<file path="config.mk">
export PLATFORM = sky130hd
export DESIGN_NAME = axi_inf_write_slave_core
export DESIGN_NICKNAME = d
export VERILOG_FILES = /design/src/rtl/axi_inf_pkg.sv /design/src/rtl/axi_inf_write_slave_core.sv
export SDC_FILE = /design/constraint.sdc
export NUM_CORES = 1
export LEC_CHECK = 0
export BUFFER_PORTS_ARGS = -buffer_cell sky130_fd_sc_hd__clkbuf_2
export CAP_MARGIN = 5
export CORE_AREA = 2 2 261 263
export CTS_CLUSTER_SIZE = 16
export DETAILED_ROUTE_END_ITERATION = 7
export DIE_AREA = 0 0 263 265
export SYNTH_ARGS = -nofsm -noshare
export SYNTH_HDL_FRONTEND = slang
export SYNTH_SLANG_ARGS = --single-unit
export TNS_END_PERCENT = 30
</file>
<file path="constraint.sdc">
create_clock -name axi_aclk -period 3.75 [get_ports axi_aclk]
set_input_delay 0.375 -clock axi_aclk [delete_from_list [all_inputs] [get_ports axi_aclk]]
set_output_delay 0.375 -clock axi_aclk [all_outputs]
set_load 0.01 [all_outputs]
</file>
<file path="src/rtl/axi_inf_pkg.sv">
// Shared types and encodings for the AXI write-slave core.
package axi_inf_pkg;

  typedef enum logic [1:0] {
    IDLE  = 2'd0,
    DATA  = 2'd1,
    DRAIN = 2'd2,
    RESP  = 2'd3
  } state_e;

  localparam logic [1:0] BRESP_OKAY   = 2'b00;
  localparam logic [1:0] BRESP_SLVERR = 2'b10;
  localparam logic [1:0] BURST_INCR   = 2'b01;

endpackage

</file>
<file path="src/rtl/axi_inf_write_slave_core.sv">
// AXI4 write-channel responder: one burst at a time, beats forwarded to a local
// sink with incrementing byte address, framing checked, B response returned.
module axi_inf_write_slave_core
  import axi_inf_pkg::*;
#(
  parameter int IDSIZE = 3,
  parameter int LSIZE  = 10,
  parameter int ASIZE  = 32,
  parameter int DSIZE  = 256
) (
  input  logic                 axi_aclk,
  input  logic                 axi_reset,
  input  logic [IDSIZE-1:0]    axi_awid,
  input  logic [ASIZE-1:0]     axi_awaddr,
  input  logic [LSIZE-1:0]     axi_awlen,
  input  logic [2:0]           axi_awsize,
  input  logic [1:0]           axi_awburst,
  input  logic                 axi_awvalid,
  output logic                 axi_awready,
  input  logic [DSIZE-1:0]     axi_wdata,
  input  logic [DSIZE/8-1:0]   axi_wstrb,
  input  logic                 axi_wlast,
  input  logic                 axi_wvalid,
  output logic                 axi_wready,
  output logic [IDSIZE-1:0]    axi_bid,
  output logic [1:0]           axi_bresp,
  output logic                 axi_bvalid,
  input  logic                 axi_bready,
  output logic                 wr_en,
  output logic [ASIZE-1:0]     wr_addr,
  output logic [DSIZE-1:0]     wr_data,
  output logic [DSIZE/8-1:0]   wr_strb,
  output logic                 wr_last,
  input  logic                 sink_full,
  output logic                 burst_done,
  output logic                 burst_err
);

  localparam int         NBYTES     = DSIZE / 8;
  localparam int         BSHIFT     = $clog2(NBYTES);
  localparam logic [2:0] LEGAL_SIZE = 3'(BSHIFT);

  state_e               state_q, state_d;
  logic                 awready_q, awready_d;
  logic                 bvalid_q, bvalid_d;
  logic [IDSIZE-1:0]    bid_q, bid_d;
  logic [1:0]           bresp_q, bresp_d;
  logic [IDSIZE-1:0]    id_q, id_d;
  logic [ASIZE-1:0]     addr_q, addr_d;
  logic [LSIZE-1:0]     len_q, len_d;
  logic [LSIZE-1:0]     cnt_q, cnt_d;
  logic                 err_q, err_d;
  logic                 wr_en_q, wr_en_d;
  logic [ASIZE-1:0]     wr_addr_q, wr_addr_d;
  logic [DSIZE-1:0]     wr_data_q, wr_data_d;
  logic [NBYTES-1:0]    wr_strb_q, wr_strb_d;
  logic                 wr_last_q, wr_last_d;
  logic                 burst_done_q, burst_done_d;
  logic                 burst_err_q, burst_err_d;
  logic                 aw_hs, w_hs, cnt_at_len;

  // DRAIN must swallow stray beats even when the sink is full.
  assign axi_wready = ((state_q == DATA) && !sink_full) || (state_q == DRAIN);

  always_comb begin
    state_d      = state_q;
    id_d         = id_q;
    addr_d       = addr_q;
    len_d        = len_q;
    cnt_d        = cnt_q;
    err_d        = err_q;
    bid_d        = bid_q;
    bresp_d      = bresp_q;
    wr_en_d      = 1'b0;
    wr_last_d    = 1'b0;
    wr_addr_d    = wr_addr_q;
    wr_data_d    = wr_data_q;
    wr_strb_d    = wr_strb_q;
    burst_done_d = 1'b0;
    burst_err_d  = 1'b0;
    aw_hs        = axi_awvalid && awready_q;
    w_hs         = axi_wvalid && axi_wready;
    cnt_at_len   = (cnt_q == len_q);

    case (state_q)
      IDLE: begin
        if (aw_hs) begin
          id_d    = axi_awid;
          addr_d  = axi_awaddr;
          len_d   = axi_awlen;
          cnt_d   = '0;
          err_d   = (axi_awburst != BURST_INCR) || (axi_awsize != LEGAL_SIZE);
          state_d = DATA;
        end
      end
      DATA: begin
        if (w_hs) begin
          // In DATA the error flag can only come from bad AW attributes.
          wr_en_d   = !err_q;
          wr_addr_d = addr_q + (ASIZE'(cnt_q) << BSHIFT);
          wr_data_d = axi_wdata;
          wr_strb_d = axi_wstrb;
          if (axi_wlast || cnt_at_len) begin
            wr_last_d = !err_q;
            state_d   = axi_wlast ? RESP : DRAIN;
            if (axi_wlast != cnt_at_len) err_d = 1'b1;
          end else begin
            cnt_d = cnt_q + 1'b1;
          end
        end
      end
      DRAIN: begin
        if (w_hs && axi_wlast) state_d = RESP;
      end
      RESP: begin
        if (axi_bready && bvalid_q) begin
          state_d      = IDLE;
          burst_done_d = 1'b1;
          burst_err_d  = (bresp_q == BRESP_SLVERR);
        end
      end
      default: state_d = IDLE;
    endcase

    if ((state_d == RESP) && (state_q != RESP)) begin
      bid_d   = id_q;
      bresp_d = err_d ? BRESP_SLVERR : BRESP_OKAY;
    end

    awready_d = (state_d == IDLE);
    bvalid_d  = (state_d == RESP);
  end

  always_ff @(posedge axi_aclk) begin
    if (axi_reset) begin
      state_q      <= IDLE;
      awready_q    <= 1'b0;
      bvalid_q     <= 1'b0;
      bid_q        <= '0;
      bresp_q      <= BRESP_OKAY;
      id_q         <= '0;
      addr_q       <= '0;
      len_q        <= '0;
      cnt_q        <= '0;
      err_q        <= 1'b0;
      wr_en_q      <= 1'b0;
      wr_addr_q    <= '0;
      wr_data_q    <= '0;
      wr_strb_q    <= '0;
      wr_last_q    <= 1'b0;
      burst_done_q <= 1'b0;
      burst_err_q  <= 1'b0;
    end else begin
      state_q      <= state_d;
      awready_q    <= awready_d;
      bvalid_q     <= bvalid_d;
      bid_q        <= bid_d;
      bresp_q      <= bresp_d;
      id_q         <= id_d;
      addr_q       <= addr_d;
      len_q        <= len_d;
      cnt_q        <= cnt_d;
      err_q        <= err_d;
      wr_en_q      <= wr_en_d;
      wr_addr_q    <= wr_addr_d;
      wr_data_q    <= wr_data_d;
      wr_strb_q    <= wr_strb_d;
      wr_last_q    <= wr_last_d;
      burst_done_q <= burst_done_d;
      burst_err_q  <= burst_err_d;
    end
  end

  assign axi_awready = awready_q;
  assign axi_bvalid  = bvalid_q;
  assign axi_bid     = bid_q;
  assign axi_bresp   = bresp_q;
  assign wr_en       = wr_en_q;
  assign wr_addr     = wr_addr_q;
  assign wr_data     = wr_data_q;
  assign wr_strb     = wr_strb_q;
  assign wr_last     = wr_last_q;
  assign burst_done  = burst_done_q;
  assign burst_err   = burst_err_q;

endmodule

</file>
Word-level counts from Yosys, hierarchy flattened
Cells that the tools add are included.
- register bits: 389
- latch bits: 0
- bits in writable memories: 0
- memory bits (read-only): 0
- input port bits: 345
- output and inout port bits: 332
- word-level logic and storage cells: 76
- memories kept: 0
- add/sub/neg operators: 2
- multipliers: 0
- div/mod/pow operators: 0
- magnitude comparators: 0
- eq/ne operators: 13
- shifts and indexed selects: 0
- muxes and demuxes: 18
- bitwise logic cells: 5
- reductions and logical operators: 21
- operators by type and width (operator ; number):
    $add A32 B15 Y32 ; 1
    $mux W10 ; 3
    $pmux W10 S2 ; 1
    $mux W2 ; 6
    $add A10 B1 Y10 const B ; 1
    $eq A10 B10 Y1 ; 1
    $eq A2 B2 Y1 const B ; 4
    $ne A2 B2 Y1 const B ; 4
    $pmux W2 S4 ; 1
    $logic_and A1 B1 Y1 ; 6
    $mux W1 ; 6
    $reduce_or A3 Y1 ; 2
    $not A1 Y1 ; 5
    $logic_not A2 Y1 ; 2
    $reduce_and A2 Y1 ; 2
    $reduce_and A4 Y1 ; 1
    $reduce_or A4 Y1 ; 1
    $logic_or A1 B1 Y1 ; 3
    $ne A3 B3 Y1 const B ; 1
    $eq A2 B1 Y1 const B ; 1
    $logic_not A1 Y1 ; 2
    $ne A2 B1 Y1 const B ; 1
    $pmux W1 S2 ; 1
    $reduce_bool A2 Y1 ; 1
    2 further kinds ; 2

Depth between registers and ports, before layout
Gate-level depths: netlist of the first run.
- word-level depth: 9
- mapped depth: 9

Worst setup path after synthesis of the first run
OpenSTA, ideal clock, no wires.
- kind: flip-flop to flip-flop
- start: reg cnt_q[7]
- end: reg bid_q[0] (netlist: axi_bid[0])
- library setup time: 128 ps
- arrival: 1920 ps
- path slack: 1702 ps
- cell stages (with the launch flop): 10
- path buffers: 1
- period minus slack after synthesis: 2048 ps
- cell sequence: dfxtp_1 xor2_1 nor4_1 nand4_1 ha_1 o31ai_1 and3_1 clkbuf_1 mux2i_1 nor2_1
- cells in the longest elaborated chain, start to end: 7
- RTL lines (element ; RTL line ; source):
    start, declared ; axi_inf_write_slave_core.sv:51 ; logic [LSIZE-1:0] cnt_q, cnt_d;
    start signal, assigned ; axi_inf_write_slave_core.sv:162 ; cnt_q <= cnt_d;
    $eq A10 B10 Y1 ; axi_inf_write_slave_core.sv:83 ; cnt_at_len = (cnt_q == len_q);
    $logic_or A1 B1 Y1 ; axi_inf_write_slave_core.sv:103 ; if (axi_wlast || cnt_at_len) begin
    $mux W2 ; axi_inf_write_slave_core.sv:103 ;
    $mux W2 ; axi_inf_write_slave_core.sv:97 ; if (w_hs) begin
    $pmux W2 S4 ; axi_inf_write_slave_core.sv:85 ; case (state_q)
    $eq A2 B2 Y1 ; axi_inf_write_slave_core.sv:125 ; if ((state_d == RESP) && (state_q != RESP)) begin
    $logic_and A1 B1 Y1 ; axi_inf_write_slave_core.sv:125 ;
    end signal, assigned ; axi_inf_write_slave_core.sv:157 ; bid_q <= bid_d;
    end, declared ; axi_inf_write_slave_core.sv:46 ; logic [IDSIZE-1:0] bid_q, bid_d;
No other way between the ends.
A chain may end at the register's enable or synchronous reset.

Worst setup path in the final report of the first run
- start: reg cnt_q[1]
- end: reg wr_addr_q[30] (netlist: wr_addr[30])
- cells in the longest elaborated chain, start to end: 1
- RTL lines (element ; RTL line ; source):
    $add A32 B15 Y32 ; axi_inf_write_slave_core.sv:100 ; wr_addr_d = addr_q + (ASIZE'(cnt_q) << BSHIFT);
    end signal, assigned ; axi_inf_write_slave_core.sv:165 ; wr_addr_q <= wr_addr_d;
    end, declared ; axi_inf_write_slave_core.sv:54 ; logic [ASIZE-1:0] wr_addr_q, wr_addr_d;
No other way between the ends.

==> reports/qor.yml, run 1 <==
clock_network:
  clk_transition_reported_paths_ps: 60
  clockRootBuffer: "clkbuf_16"
  htree_num_levels: 2
  clk_path_buf_depth: 3
  cts_resized: 0
  cts.sinks: 388
  insertion_delay_ps: 570
  postCtsSetupBuffers: 0
  cts_buffers: 45
  cts_tree: "done"
yosys:
  muxShareOfSynthArea: 0.004152
  synth-main-ff-cell: "dfxtp_1"
  synth_top_cell_by_area: "dfxtp_1"
  synth_area_leaders: "dfxtp_1 54%, nand2_1 18%, a21oi_1 12%"
  async_reset_ff_frac: 0
  syn_area_mm2: 0.01446
  ys_ff_latch: 388
  synth-compound-area-share: 0.1586
  avgSynthCellArea_um2: 7.969
  synth_top_area_share: 0.5370
  synth_top_family_by_area: "simple AND/OR/NAND/NOR gates"
  synthCells: 1815
  synth_adder_area_share: 0.01176
  syn-num-nets: 2173
  ys_seq_area_frac: 0.5370
  synth_edf_count: 0
  synth-simple-area-share: 0.2325
  synth_xor_area_frac: 0.01574
  ys_types: 62
  yosysWarnings: 0
finish:
  fin_util: 0.3329
  drive_gt1_frac: 0.2953
  area_delta_synth_final_pct: 53.74
  fillerInstances: 7014
  nets: 2997
drt:
  dr.pass1.iters: 5
  vias: 15210
  drt_iter0_markers: 994
  drcViolationCount: 0
  drt-total-wl_um: 54230
  drtAntennaViolNets: 0
  wl_per_cell_um: 15.29
  via_per_inst: 4.289
sta:
  relSlewSlack: 0.4227
  final.setup_skew_ps: 18.80
  finalSetupViolations: 0
  period_minus_slack_ps: 2566
  fin_crit_sh: 0.6842
  tightestPinTransition_ps: 864.3
  final_hold_viol_count: 0
  rsz0062_at_grt: "false"
  fmax_mhz: 389.7
  slew_viol_final: 0
  timing.setup.tns_ps: 0
worst_setup_path:
  critPathCaptureType: "register"
  cp_max_fo: 13
  ff2ff_setup_slack_ps: 1180
  ff2ff_path_depth: 6
  worstReg2RegEnd: "wr_addr[30]$_SDFFE_PP0P_"
  cp_data_arrival_time_ps: 3050
  rr_startpoint: "cnt_q[1]$_SDFFE_PP0P_"
  worstSetupStartpointType: "register"
  critical_path_class: "register to register"
  required_ps: 4230
floorplan:
  start_util: 0.2165
  fp.dieH_um: 265
  core_area_mm2: 0.06680
  die_x_um: 263
  rows: 95
  dieArea_mm2: 0.06970
  io-pin-count: 677
global_route:
  grt_pass1_wl_um: 82170
  gr-total-overflow: 0
  grt_max_degree: 128
  antenna_found_initial: 1
  globalRouteTotalUtil: 0.1472
  grt_pass1_vias: 14610
placement:
  post-dp-hpwl_um: 38290
  gp_congestion: 0.7908
  port_buffers: 675
power:
  leakagePower_nw: 9.213
  irDropWorstVdd_mv: 0.3078
  power_density_mw_per_mm2: 431.4
hold_path:
  min_path_type: "input pin to register"
  min_from: "axi_awaddr[10]"
  whs_path_depth: 3
  holdPathEnd: "addr_q[10]$_SDFFE_PP0P_"
outcome:
  outcome: "complete, no violations"
run:
  maxCapViolations: 0
power by group:
part           switching [mW]  internal, mW  total (mW)
Clock                    1.78          2.47        4.26
Sequential             0.0899          4.25        4.34
Combinational           0.526         0.473       0.998
Total                    2.40          7.19        9.59
metal layers:
layer | GRT usage | vias up | routed length (um)
met5 | 0 | - | 0
met4 | 0.05236 | 0 | 1755
met3 | 0.04886 | 110 | 4548
met2 | 0.2494 | 581 | 25780
met1 | 0.1735 | 6862 | 22150
li1 | - | 7656 | -
through the flow:
| step | hold WS (ps) | cell area (um^2) | power (mW) | worst slack (ps) | instances |
|---|---|---|---|---|---|
| floorplan | 425.7 | 14460 | 4.815 | 1702 | 1815 |
| global placement | 440.2 | 18720 | 5.248 | 1247 | 3258 |
| detailed placement | 444.3 | 18720 | 5.251 | 1219 | 3258 |
| CTS | 0.1862 | 22220 | 9.743 | 1209 | 3544 |
| global route | 12.63 | 22240 | 10.01 | 1018 | 3546 |
| finish | 29.79 | 22240 | 9.593 | 1184 | 3546 |
timing repair:
action,in CTS,in global routing
setup endpoints to repair,0,0
hold endpoints to repair,206,1
hold buffers,206,1
cells by family after synthesis:
kind of cell | Yosys count
and+or+nand+nor | 822
AOI/OAI and AO/OA | 419
other | 1
buffers and inverters | 140
muxes | 6
DFF | 388
xor gates and xnor gates | 26
adders and majority gates | 13
worst max-delay path: stages, from the launching register on:
cell and delay [ps]:
dfxtp_1 510, ha_1 300, a21oi_1 290, o211ai_4 150, a211oi_2 730, o21ai_0 210
a311oi_1 270
cell type report:
| class | count | area, um^2 | area share |
|---|---|---|---|
| diodes | 1 | 2.502 | 0.0001125 |
| clock buffers | 68 | 1343 | 0.06038 |
| clock inverters | 12 | 95.09 | 0.004276 |
| inverters | 8 | 30.03 | 0.001350 |
| multi-input cells | 1287 | 6143 | 0.2763 |
| flip-flops and latches | 388 | 7767 | 0.3493 |
| well taps | 873 | 1092 | 0.04912 |
| repair buffers | 909 | 5763 | 0.2592 |
cells in the final DEF (no fill, tap or decap), drive strengths merged, types with 7 or more instances in the layout:
cell type,instances
xor2,17
nand3,19
nand2,696
dlygate4sd3,207
dfxtp,388
a21oi,356
o21ai,16
nor3,8
buf,28
or3,11
clkinv,9
nor2,36
a311oi,7
ha,12
clkbuf,742
a211oi,10
xnor2,9
inv,9
synthesized netlist by cell type (all sizes together) (7+ instances only):
master  instances
xnor2           9
o21ai          16
nand2         696
nor2           36
a211oi         10
inv             8
a21oi         356
nor3            8
a311oi          7
ha             12
xor2           17
nand3          19
or3            11
clkbuf         91
buf            41
dfxtp         388
registers in the layout (all words and copies together), names as in the netlist, 2 cells and up:
signal and flops:
cnt_q 10, wr_data 256, id_q 3, len_q 10, addr_q 32, wr_addr 32
state_q 2, wr_strb 32, axi_bid 3
worst max path at each step:
stage                                     start                       end  slack (ps)  cells after the start
after floorplan           cnt_q[7]$_SDFFE_PP0P_   axi_bid[0]$_SDFFE_PP0P_        1700                      9
after global routing      cnt_q[1]$_SDFFE_PP0P_  wr_addr[16]$_SDFFE_PP0P_        1020                      6
after global placement    cnt_q[1]$_SDFFE_PP0P_  wr_addr[30]$_SDFFE_PP0P_        1250                      6
after CTS                 cnt_q[1]$_SDFFE_PP0P_  wr_addr[30]$_SDFFE_PP0P_        1210                      6
after detailed placement  cnt_q[1]$_SDFFE_PP0P_  wr_addr[30]$_SDFFE_PP0P_        1220                      6
final                     cnt_q[1]$_SDFFE_PP0P_  wr_addr[30]$_SDFFE_PP0P_        1180                      6
(Power assumes the default switching activity.)
==> run 2, diff against run 1 <==
==> constraint.sdc (replaced) <==
create_clock -name axi_aclk -period 2.3 [get_ports axi_aclk]
set_input_delay 0.23 -clock axi_aclk [delete_from_list [all_inputs] [get_ports axi_aclk]]
set_output_delay 0.23 -clock axi_aclk [all_outputs]
set_load 0.01 [all_outputs]
==> reports/qor.yml, run 2 (synthesis results as in run 1) <==
worst_setup_path:
  critPathCaptureType: "register"
  critical_path_class: "register to register"
  worstSetupEndpoint: "wr_addr[28]$_SDFFE_PP0P_"
  worstReg2RegEnd: "wr_addr[28]$_SDFFE_PP0P_"
  worstSetupStartpointType: "register"
  cp_max_fo: 13  # unchanged
  required_ps: 2780  # -1450 ps
  ff2ff_setup_slack_ps: 140  # -1040 ps
  rr_startpoint: "cnt_q[4]$_SDFFE_PP0P_"
  cp_data_arrival_time_ps: 2630  # -420 ps
  crit_start: "cnt_q[4]$_SDFFE_PP0P_"
  ff2ff_path_depth: 7  # +1
placement:
  gp_congestion: 0.7994  # +1.1%
  port_buffers: 675  # unchanged
  post-dp-hpwl_um: 39040  # +2.0%
clock_network:
  clk_transition_reported_paths_ps: 60  # about the same
  insertion_delay_ps: 580  # about the same
  clk_path_buf_depth: 3  # unchanged
  cts_tree: "done"
  htree_num_levels: 2  # unchanged
  cts.sinks: 388  # unchanged
  postCtsSetupBuffers: 0  # unchanged
  cts_buffers: 44  # -2.2%
  clockRootBuffer: "clkbuf_16"
global_route:
  grt_pass1_vias: 15450  # +5.7%
  grt_max_degree: 88  # -31%
  gr-total-overflow: 0  # unchanged
  antenna_found_initial: 1  # unchanged
  grt_pass1_wl_um: 85980  # +4.6%
  globalRouteTotalUtil: 0.1530  # +0.005816
sta:
  rsz0062_at_grt: "false"
  final.setup_skew_ps: 23.39  # +4.593 ps
  relSlewSlack: 0.6077  # +0.1850
  finalSetupViolations: 0  # unchanged
  tightestPinTransition_ps: 588.4  # -275.9 ps
  fin_crit_sh: 0.9373  # +0.2531
  period_minus_slack_ps: 2156  # -410.1 ps
  fmax_mhz: 463.9  # +19%
  timing.setup.tns_ps: 0  # unchanged
  slew_viol_final: 0  # unchanged
  final_hold_viol_count: 0  # unchanged
floorplan:
  rows: 95  # unchanged
  start_util: 0.2165  # unchanged
  io-pin-count: 677  # unchanged
  die_x_um: 263  # unchanged
  core_area_mm2: 0.06680  # unchanged
  fp.dieH_um: 265  # unchanged
  dieArea_mm2: 0.06970  # unchanged
run:
  maxCapViolations: 0  # unchanged
power:
  power_mw: 15.85  # +65%
  swShare: 0.2539  # +0.003650
  p_int_mw: 11.82  # +64%
  leakagePower_nw: 9.858  # +7.0%
  p_seq_frac: 0.446  # -0.006
  p_comb_frac: 0.117  # +0.013
  power.switching_mw: 4.023  # +68%
  power_frac_clock: 0.436  # -0.008
  irDropWorstVdd_mv: 0.5213  # +69%
  power_density_mw_per_mm2: 667.9  # +55%
drt:
  drcViolationCount: 0  # unchanged
  drt_iter0_markers: 928  # -6.6%
  dr.pass1.iters: 6  # +1
  drtAntennaViolNets: 0  # unchanged
  wl_per_cell_um: 15.27  # -0.15%
  vias: 15980  # +5.1%
  via_per_inst: 4.327  # +0.89%
  drt-total-wl_um: 56390  # +4.0%
finish:
  insertedDiodeCount: 0  # -1
  area_delta_synth_final_pct: 64.02
  final_common_cell: "nand2_1"
  nets: 3145  # +4.9%
  final_cell_mix: "696 x nand2_1, 674 x clkbuf_2, 387 x dfxtp_1"
  fin_util: 0.3551  # +0.02227
  drive_gt1_frac: 0.2890  # -0.006277
  largest_reg_flops: 256  # unchanged
hold_path:
  min_path_type: "input pin to register"
outcome:
  outcome: "complete, no violations"
run 2: changes by cell type in the layout (fill, tap and decap cells not counted), sizes merged:
cell	change
clkinvlp	-1
clkbuf	+1
inv	+3
buf	+22
diode	-1
dlygate4sd3	+127
clkinv	-4
run 2: final cells by class:
type / count / area, um^2
clock inverters: 10 / 93.84
flip-flops and latches: 388 / 7769
fillers: 6797 / 43080
inverters: 8 / 30.03
multi-input cells: 1287 / 6187
clock buffers: 69 / 1315
repair buffers: 1058 / 7237
well taps: 873 / 1092
run 2: routing by layer:
layer  GRT usage  share of wire  vias up
li1            -              -     7936
met1      0.1811           0.41     7299
met2      0.2567           0.47      616
met3     0.04895          0.082      127
met4     0.06116          0.036        2
met5           0        0.00020        -
run 2: per-stage QoR:
| step | instance area [um^2] | hold WS [ps] | instances | worst slack [ps] |
|---|---|---|---|---|
| 2_1_floorplan | 14460 | 366.0 | 1815 | 252.3 |
| 3_3_place_gp | 18930 | 439.1 | 3280 | 67.80 |
| 3_5_place_dp | 18930 | 443.6 | 3280 | 49.51 |
| 4_1_cts | 23680 | 55.66 | 3693 | 35.33 |
| 5_1_grt | 23720 | 100.1 | 3693 | 0.9539 |
| 6_report | 23720 | 98.50 | 3693 | 144.2 |
run 2: timing repair:
| item | 4_1_cts | 5_1_grt |
|---|---|---|
| setup endpoints to repair | 0 | 22 |
| hold endpoints to repair | 334 | 0 |
| hold buffers | 334 | 0 |
| resized for setup | 0 | 10 |
run 2: power by group through the flow:
stage	clock (mW)	combinational (mW)	sequential (mW)
after floorplan	0	0.605	7.25
after global placement	0	1.38	7.21
after detailed placement	0	1.38	7.22
after CTS	7.10	1.85	7.07
after global routing	7.37	2.02	7.09
final	6.92	1.86	7.07
run 2: worst min-delay path by stage:
stage | start | end | slack [ps] | depth (start not counted)
4_1_cts | axi_wlast | state_q[0]$_SDFF_PP0_ | 60 | 4
2_1_floorplan | axi_awaddr[0] | addr_q[0]$_SDFFE_PP0P_ | 370 | 2
3_5_place_dp | wr_addr[8]$_SDFFE_PP0P_ | wr_addr[8]$_SDFFE_PP0P_ | 440 | 2
6_report | axi_reset | wr_strb[29]$_SDFFE_PP0P_ | 100 | 2
3_3_place_gp | wr_addr[8]$_SDFFE_PP0P_ | wr_addr[8]$_SDFFE_PP0P_ | 440 | 2
5_1_grt | axi_wlast | state_q[0]$_SDFF_PP0_ | 100 | 4
run 2: critical path: stages, from the launching register on:
cell and delay [ps]:
dfxtp_1 370, ha_1 420, nand3_2 120, o211ai_4 240, a211oi_2 110, buf_4 200
or3_1 340, a311oi_1 260
==> run 3, diff against run 2 <==
==> constraint.sdc (replaced) <==
create_clock -name axi_aclk -period 2.7 [get_ports axi_aclk]
set_input_delay 0.27 -clock axi_aclk [delete_from_list [all_inputs] [get_ports axi_aclk]]
set_output_delay 0.27 -clock axi_aclk [all_outputs]
set_load 0.01 [all_outputs]
==> reports/qor.yml, run 3 (synthesis results as in run 1) <==
finish:
  drive_gt1_frac: 0.2808  # -0.008205
  final_cell_mix: "696 x nand2_1, 674 x clkbuf_2, 388 x dfxtp_1"
  area_delta_synth_final_pct: 62.32
  nets: 3116  # -0.92%
  instances_no_fill: 3667  # -0.70%
  largest_reg_flops: 256  # unchanged
  fin_util: 0.3515  # -0.003689
  final_common_cell: "nand2_1"
sta:
  worst_slack_ps: 345.6  # +201.5 ps
  fin_crit_sh: 0.8720  # -0.06533
  finalSetupViolations: 0  # unchanged
  timing.setup.tns_ps: 0  # unchanged
  rsz0062_at_grt: "false"
  tightestPinTransition_ps: 655.0  # +66.62 ps
  final_hold_viol_count: 0  # unchanged
  fmax_mhz: 424.7  # -8.4%
  slew_viol_final: 0  # unchanged
  final.setup_skew_ps: 30.22  # +6.824 ps
  relSlewSlack: 0.5633  # -0.04442
  period_minus_slack_ps: 2354  # +198.5 ps
clock_network:
  clk_transition_reported_paths_ps: 60  # about the same
  htree_num_levels: 2  # unchanged
  insertion_delay_ps: 570  # about the same
  cts.sinks: 388  # unchanged
  postCtsSetupBuffers: 0  # unchanged
  clk_path_buf_depth: 3  # unchanged
  cts_tree: "done"
  cts_buffers: 44  # unchanged
  clockRootBuffer: "clkbuf_16"
placement:
  placed_cells: 3259  # -0.64%
  port_buffers: 675  # unchanged
  gp_congestion: 0.8000  # about the same
  pre_cts_slack_ps: 414.6  # +365.1 ps
  post-dp-hpwl_um: 38500  # -1.4%
worst_setup_path:
  critPathCaptureType: "register"
  cp_data_arrival_time_ps: 2800  # +170 ps
  required_ps: 3150  # +370 ps
  critical_path_class: "register to register"
  cp_max_fo: 6  # -7
  worstSetupStartpointType: "register"
floorplan:
  rows: 95  # unchanged
  io-pin-count: 677  # unchanged
  start_util: 0.2165  # unchanged
  die_x_um: 263  # unchanged
  core_area_mm2: 0.06680  # unchanged
  fp.dieH_um: 265  # unchanged
  dieArea_mm2: 0.06970  # unchanged
run:
  maxCapViolations: 0  # unchanged
global_route:
  grt_max_degree: 109  # +24%
  gr-total-overflow: 0  # unchanged
  globalRouteTotalUtil: 0.1512  # -0.001800
  grt_pass1_vias: 15380  # -0.45%
  grt_pass1_wl_um: 84570  # -1.6%
  antenna_found_initial: 4  # +3
power:
  irDropWorstVdd_mv: 0.5070  # -2.8%
  power_mw: 13.61  # -14%
  power_density_mw_per_mm2: 579.9  # -13%
  leakagePower_nw: 9.721  # -1.4%
hold_path:
  min_path_type: "input pin to register"
drt:
  wl_per_cell_um: 15.26  # about the same
  via_per_inst: 4.303  # -0.56%
  dr.pass1.iters: 5  # -1
  drt-total-wl_um: 55940  # -0.80%
  drcViolationCount: 0  # unchanged
  drt_iter0_markers: 847  # -8.7%
  vias: 15780  # -1.3%
  drtAntennaViolNets: 0  # unchanged
outcome:
  outcome: "complete, no violations"
run 3: changes by cell type in the layout (fill, tap and decap cells not counted), sizes merged, moves of 2 or more:
cell,delta
diode,+2
buf,-21
dlygate4sd3,-8
clkinv,-2
bufinv,+3
run 3: power by group:
part | internal [mW] | leakage [nW] | switching, mW
Sequential | 5.90 | 3.14 | 0.125
Combinational | 0.776 | 5.88 | 0.771
Clock | 3.62 | 0.706 | 2.43
run 3: worst paths after layout:
check	startpoint	to	slack [ps]	cells past startpoint
worst max-delay path	cnt_q[7]$_SDFFE_PP0P_	axi_bid[0]$_SDFFE_PP0P_	350	8
worst min-delay path	axi_wdata[6]	wr_data[6]$_SDFFE_PP0P_	40	3
worst max register to register	cnt_q[7]$_SDFFE_PP0P_	axi_bid[0]$_SDFFE_PP0P_	350	8
worst min register to register	wr_addr[8]$_SDFFE_PP0P_	wr_addr[8]$_SDFFE_PP0P_	450	2
run 3: routing by layer:
layer,global-route usage,wire length [um],share of wire,up-vias
met5,0,16,0.00029,-
met4,0.07135,2492,0.045,2
met3,0.04765,4446,0.079,110
met2,0.2501,26010,0.46,584
met1,0.1782,22980,0.41,7185
li1,-,-,-,7897
run 3: per-stage QoR:
step                      cell area, um^2  hold slack [ps]
after floorplan                     14460            406.0
after CTS                           23470            10.43
final                               23480            40.67
after global routing                23480            16.46
after detailed placement            18760            445.4
after global placement              18760            438.7
run 3: worst max-delay path: stages (launching register included):
cell and delay [ps]:
dfxtp_1 350, xor2_1 170, nor4_1 390, nand4_1 160, ha_1 270, o31ai_1 220
and3_1 330, mux2i_1 260, nor2_1 70
run 3: cell type report:
class / count / area (um^2)
clock inverter: 10 / 142.6
inverter: 8 / 30.03
clock buffer: 70 / 1310
multi-input combinational: 1287 / 6143
antenna: 2 / 5.005
fill: 6834 / 43320
tap: 873 / 1092
timing repair buffer: 1029 / 6987
sequential: 388 / 7767
run 3: repair_timing:
item	in CTS	in global routing
gates resized for setup	0	0
hold buffers	326	0
hold endpoints to repair	326	0
